<file path="config.mk">
export PLATFORM = sky130hd
export DESIGN_NAME = rotl_pipe
export DESIGN_NICKNAME = d
export VERILOG_FILES = /design/src/rtl/rotate_pkg.sv /design/src/rtl/rotl_stage.sv /design/src/rtl/rotl_pipe.sv
export SDC_FILE = /design/constraint.sdc
export NUM_CORES = 1
export LEC_CHECK = 0
export ABC_AREA = 0
export CAP_MARGIN = 5
export CORE_ASPECT_RATIO = 0.6
export CORE_MARGIN = 3
export CORE_UTILIZATION = 50
export DETAILED_ROUTE_END_ITERATION = 10
export DONT_BUFFER_PORTS = 1
export GPL_ROUTABILITY_DRIVEN = 0
export GPL_TIMING_DRIVEN = 0
export SLEW_MARGIN = 0
export SYNTH_ARGS = -nofsm -noshare
export SYNTH_HDL_FRONTEND = slang
export SYNTH_SLANG_ARGS = --single-unit
</file>
<file path="constraint.sdc">
create_clock -name clk -period 2.1 [get_ports clk]
set_input_delay 0.42 -clock clk [delete_from_list [all_inputs] [get_ports clk]]
set_output_delay 0.42 -clock clk [all_outputs]
set_load 0.005 [all_outputs]
</file>
<file path="src/rtl/rotate_pkg.sv">
// Shared rotator definitions: default width/amount constants and word/amount types.
package rotate_pkg;

    localparam int ROT_WIDTH = 32;
    localparam int ROT_AMT_W = 5;

    typedef logic [ROT_WIDTH-1:0] rot_word_t;
    typedef logic [ROT_AMT_W-1:0] rot_amt_t;

endpackage : rotate_pkg

</file>
<file path="src/rtl/rotl_stage.sv">
// One registered pipeline stage of the left rotator: rotates by SHIFT when the
// matching amount bit is set, and carries the valid bit and amount along.
module rotl_stage #(
    parameter int WIDTH = 32,
    parameter int SHIFT = 1,
    parameter int AMT_W = 5
) (
    input  logic             clk,
    input  logic             rst_n,
    input  logic             en,
    input  logic             in_valid,
    input  logic [WIDTH-1:0] in_data,
    input  logic [AMT_W-1:0] in_amt,
    output logic             valid_q,
    output logic [WIDTH-1:0] data_q,
    output logic [AMT_W-1:0] amt_q
);

    localparam int SEL_BIT = $clog2(SHIFT);

    logic             valid_d;
    logic [WIDTH-1:0] data_d;
    logic [AMT_W-1:0] amt_d;

    // Next-state: load (and conditionally rotate) when enabled, otherwise hold.
    always_comb begin
        valid_d = valid_q;
        data_d  = data_q;
        amt_d   = amt_q;
        if (en) begin
            valid_d = in_valid;
            amt_d   = in_amt;
            if (in_amt[SEL_BIT]) begin
                data_d = {in_data[WIDTH-SHIFT-1:0], in_data[WIDTH-1:WIDTH-SHIFT]};
            end else begin
                data_d = in_data;
            end
        end else begin
            valid_d = valid_q;
            data_d  = data_q;
            amt_d   = amt_q;
        end
    end

    // Stage register; reset clears valid and data so the output reads zero.
    always_ff @(posedge clk or negedge rst_n) begin
        if (!rst_n) begin
            valid_q <= 1'b0;
            data_q  <= '0;
            amt_q   <= '0;
        end else begin
            valid_q <= valid_d;
            data_q  <= data_d;
            amt_q   <= amt_d;
        end
    end

endmodule : rotl_stage

</file>
<file path="src/rtl/rotl_pipe.sv">
// Pipelined circular left rotator, one log2 rotate stage per register.
// Optional zero flag output enabled by defining ROTL_ZERO_FLAG_EN.
module rotl_pipe
    import rotate_pkg::*;
#(
    parameter int WIDTH = ROT_WIDTH,
    parameter int AMT_W = $clog2(WIDTH)
) (
    input  logic             clk,
    input  logic             rst_n,
    input  logic             in_valid,
    output logic             in_ready,
    input  logic [WIDTH-1:0] in_data,
    input  logic [AMT_W-1:0] in_amt,
    output logic             out_valid,
    input  logic             out_ready,
    output logic [WIDTH-1:0] out_data
`ifdef ROTL_ZERO_FLAG_EN
    ,
    output logic             out_zero
`endif
);

    logic             vld [AMT_W+1];
    logic [WIDTH-1:0] dat [AMT_W+1];
    logic [AMT_W-1:0] amt [AMT_W+1];
    logic             adv;

    // Whole pipeline advances together; bubbles are never squeezed out.
    assign adv       = !vld[AMT_W] || out_ready;
    assign in_ready  = adv;
    assign vld[0]    = in_valid && adv;
    assign dat[0]    = in_data;
    assign amt[0]    = in_amt;
    assign out_valid = vld[AMT_W];
    assign out_data  = dat[AMT_W];

    for (genvar k = 0; k < AMT_W; k++) begin : g_stage
        rotl_stage #(
            .WIDTH (WIDTH),
            .SHIFT (1 << k),
            .AMT_W (AMT_W)
        ) u_stage (
            .clk      (clk),
            .rst_n    (rst_n),
            .en       (adv),
            .in_valid (vld[k]),
            .in_data  (dat[k]),
            .in_amt   (amt[k]),
            .valid_q  (vld[k+1]),
            .data_q   (dat[k+1]),
            .amt_q    (amt[k+1])
        );
    end

`ifdef ROTL_ZERO_FLAG_EN
    logic out_zero_d;
    logic out_zero_q;

    // Rotation preserves zero-ness, so the last stage's input decides the flag.
    always_comb begin
        out_zero_d = out_zero_q;
        if (adv) begin
            out_zero_d = ~|dat[AMT_W-1];
        end else begin
            out_zero_d = out_zero_q;
        end
    end

    // Zero flag register, aligned with the last stage.
    always_ff @(posedge clk or negedge rst_n) begin
        if (!rst_n) begin
            out_zero_q <= 1'b0;
        end else begin
            out_zero_q <= out_zero_d;
        end
    end

    assign out_zero = out_zero_q;
`endif

endmodule : rotl_pipe

</file>
# --- Word level (Yosys, flattened, before mapping) ---
# Cells that the tools add are included.
word_totals:
  reg_bits: 185
  input_bits: 41
  output_inout_bits: 34
  elab_cells: 22
classes:
  muxes: 5
  reduce_logical: 3
op_table:
  columns: ["op", "n"]
  rows:
  - ["32-bit two-way mux", 5]
  - ["1-bit logical AND", 1]
  - ["1-bit zero test", 1]
  - ["1-bit logical OR", 1]

# --- Logic depth before layout (Yosys ltp) ---
logic_depth:
  depth_word: 3
  ltp_mapped: 5
  mapped_depth_nobuf: 2

# --- By module ---
# From an unflattened synthesis, not the netlist that was laid out.
unflattened:
  cells_unflattened: 762
  hier_area_um2: 8793.4
by_module_without_submodules:
  columns: ["module", "n_inst", "cells_per_inst", "area_each_um2", "seq_area_each_um2"]
  rows:
  - ["rotl_stage", 5, 152, 1754.2, 950.9]
  - ["rotl_pipe", 1, 2, 22.5, 0.0]

# --- Least setup slack after synthesis ---
# Ideal clock, no wire load.
synth_path:
  path_kind: "input port to flip-flop"
  start: "input port out_ready"
  end: "register g_stage[0].u_stage.amt_q[3]"
  setup_ps: 125
  arrival_time_ps: 1229
  t_required_ps: 1975
  slack_ps: 745
  stages: 5
  n_path_buf: 3
  cell_sequence: "nand2b_4 > buf_6 > buf_6 > buf_6 > mux2_4"
synth_between:
  elab_chain_len: 1
synth_lines:
  columns: ["item", "line_no", "text"]
  rows:
  - ["start: declaration", "rotl_pipe.sv:16", "input logic out_ready,"]
  - ["1-bit logical OR", "rotl_pipe.sv:30", "assign adv = !vld[AMT_W] || out_ready;"]
  - ["end signal: assignment", "rotl_stage.sv:54", "amt_q <= amt_d;"]
  - ["end: declaration", "rotl_stage.sv:16", "output logic [AMT_W-1:0] amt_q"]
# No other way between the ends.
# A chain may end at the register's enable or synchronous reset.

# --- Final worst setup path ---
layout_path:
  start: "register g_stage[4].u_stage.valid_q"
  end: "output port in_ready"
layout_between:
  elab_chain_len: 2
layout_lines:
  columns: ["item", "line_no", "text"]
  rows:
  - ["start: declaration", "rotl_stage.sv:14", "output logic valid_q,"]
  - ["start signal: assignment", "rotl_stage.sv:52", "valid_q <= valid_d;"]
  - ["1-bit zero test", "rotl_pipe.sv:30", null]
  - ["1-bit logical OR", "rotl_pipe.sv:30", null]
  - ["end: declaration", "rotl_pipe.sv:12", "output logic in_ready,"]
# No other way between the ends.

==> results.yml <==
run_status:
  status: "finished with violations"
  violations: "negative hold slack"
clocking:
  clockRootBuffer: "clkbuf_16"
  cts_resized: 0
  clk_path_buf_depth: 2
  numCtsBuffers: 17
  htree_levels: 4
  cts_setup_buffers: 0
  cts_tree: "built"
  clk_latency_ns: 0.43
  cts_num_sinks: 175
  path_clk_slew_ns: 0.07
timing:
  drv_slew: 0
  skew_ns: 0.00761
  setup_viol: 0
  post-route-period-util: 0.891
  worst_slew_pin_slew_ns: 0.405
  maxSlewHeadroom: 0.730
  final.setup.tns_ns: 0
  fin_crit_ns: 1.87
  whs_ns: -0.314
  rsz0062_at_grt: "no"
  fmax_ghz: 0.535
  hold_viol: 175
global_route:
  overflow: 0
  antenna_found_initial: 0
  grtUsageTotal: 0.199
  grt_pass1_wl_um: 30800
  gr-usage-met2: 0.257
  use_met3: 0.0522
  first_global_vias: 5010
  grtUsageMet1: 0.327
  grt_start_max_net_pins: 176
  grt-busiest-layer: "met1"
job:
  maxCapViolCount: 0
synth:
  ys_top_cells_by_area: "dfrtp_1 47%, mux2_2 23%, mux2_4 22%"
  yosysSeqAreaShare: 0.468
  synth_nets: 624
  yosysTopAreaCellShare: 0.468
  syn-cell-area_mm2: 0.00935
  syn_inst: 583
  ys_types: 9
  ys_ff_latch: 175
  synthMostInstantiatedCell: "mux2_2"
  synth_edf_count: 0
  ys.flop_type: "dfrtp_1"
  ys_top_cells_by_count: "192 x mux2_2, 175 x dfrtp_1, 138 x mux2_4"
  synth.avg_cell_area_um2: 16.0
  yosysTopAreaCell: "dfrtp_1"
  ys_async_sr_fraction: 1.00
  ys.warnings.count: 0
power:
  ir_drop_v: 0.000814
  p_leak_uw: 0.00472
  powerDensity_mw_per_mm2: 1700
hold_path:
  hp-class: "input pin to asynchronous set/reset pin"
critical_path:
  critPathKind: "flip-flop to output pin"
  critPathArrivalTime_ns: 1.45
  crit_fanout: 10
  r2r_setup_slack_ns: 0.59
  cp_cell_sequence: "nand2b_4, buf_6, buf_6, buf_6"
  endpoint_kind: "output pin"
  worstPathRequired_ns: 1.68
  cpLargestDelayFamily: "buffers and inverters"
  crit_slowest_cell: "dfrtp_1"
  crit_buf_inv: 3
  slowest_delay_ns: 0.43
  cp-start-kind: "flip-flop"
  crit_top_cell: "buf_6"
routing:
  vias_per_cell: 5.37
  drt_pass1_iterations: 4
  drt-initial-drc-count: 211
  drc: 0
  vias: 4582
  wire_per_inst_um: 22.3
  postRouteAntennaNets: 0
  drt_wl_total_um: 19100
die:
  fp.coreArea_mm2: 0.0182
  die_h_um: 112
  rows: 38
  io_pins: 75
  dieArea_mm2: 0.0204
  start_util: 0.513
  dieWidth_um: 183
placed_design:
  placedCellCount: 823
  hpwlAfterDp_um: 13800
  placedInstanceArea_mm2: 0.00965
  portBuffers: 0
cells_and_area:
  fin_nets: 643
  area_growth_syn_to_layout_pct: 10.2
  fin_area_mm2: 0.0103
  utilization: 0.566
  layoutNonFillerInstCount: 853
  num_antenna_cells: 0
  drive_gt1_frac: 0.705
==> cell families after synthesis <==
kind of cell,count (synthesis),share of synthesized area
DFF,175,0.468
muxes,334,0.458
and+or+nand+nor,2,0.00214
buffers and inverters,72,0.0719
==> power by group <==
group	switching, uW	internal (uW)	leakage [uW]
sequential	1350	5000	0.00204
combinational	2450	5150	0.00237
clock	1340	2250	0.000315
==> cells in the final DEF, fill, tap and decap left out <==
master	n
clkinv_2	2
mux2_1	4
clkinv_4	1
nand2b_4	1
mux2_4	138
dfrtp_1	175
buf_2	3
buf_6	37
clkbuf_8	1
clkbuf_16	17
nand2b_1	1
buf_4	32
clkinvlp_4	2
clkbuf_1	1
mux2_2	192
bufinv_16	6
==> layout make-up <==
| cell class | instances | area [um^2] |
|---|---|---|
| Fill cell | 1428 | 7900 |
| Sequential cell | 175 | 4380 |
| Multi-Input combinational cell | 336 | 4300 |
| Buffer | 72 | 672 |
| Clock buffer | 19 | 443 |
| Tap cell | 240 | 300 |
| Clock inverter | 11 | 214 |
==> sequential cells by signal, indices dropped and copies added (netlist names) <==
name and count:
g_stage.u_stage.valid_q 5, g_stage.u_stage.amt_q 10, g_stage.u_stage.data_q 160
==> per-stage QoR <==
stage | power, uW | worst slack, ns
floorplan | 12400 | 0.745
global placement | 13800 | 0.614
detailed placement | 14000 | 0.561
CTS | 17700 | 0.188
global route | 18500 | 0.147
finish | 17500 | 0.229
==> per-layer routing <==
metal | part of all wire | vias to the layer above
met5 | 0 | -
met4 | 0.0072 | 0
met3 | 0.039 | 13
met2 | 0.39 | 61
met1 | 0.56 | 2413
li1 | - | 2095
==> final timing paths <==
kind,from,to,cells after the start
max,g_stage[4].u_stage.valid_q$_DFFE_PN0P_,in_ready,4
min,rst_n,g_stage[4].u_stage.data_q[12]$_DFFE_PN0P_,0
max reg2reg,g_stage[4].u_stage.valid_q$_DFFE_PN0P_,g_stage[4].u_stage.data_q[4]$_DFFE_PN0P_,4
min reg2reg,g_stage[3].u_stage.valid_q$_DFFE_PN0P_,g_stage[4].u_stage.valid_q$_DFFE_PN0P_,1
max in group asynchronous,rst_n,g_stage[1].u_stage.data_q[27]$_DFFE_PN0P_,0
min in group clk,in_amt[2],g_stage[0].u_stage.amt_q[2]$_DFFE_PN0P_,1
==> worst reg2reg max path, cell delays in order, from the launching register on <==
cell and delay, ns:
dfrtp_1 0.43, nand2b_4 0.09, buf_6 0.12, buf_2 0.37, mux2_2 0.39
Power figures use the tool's default switching activity.
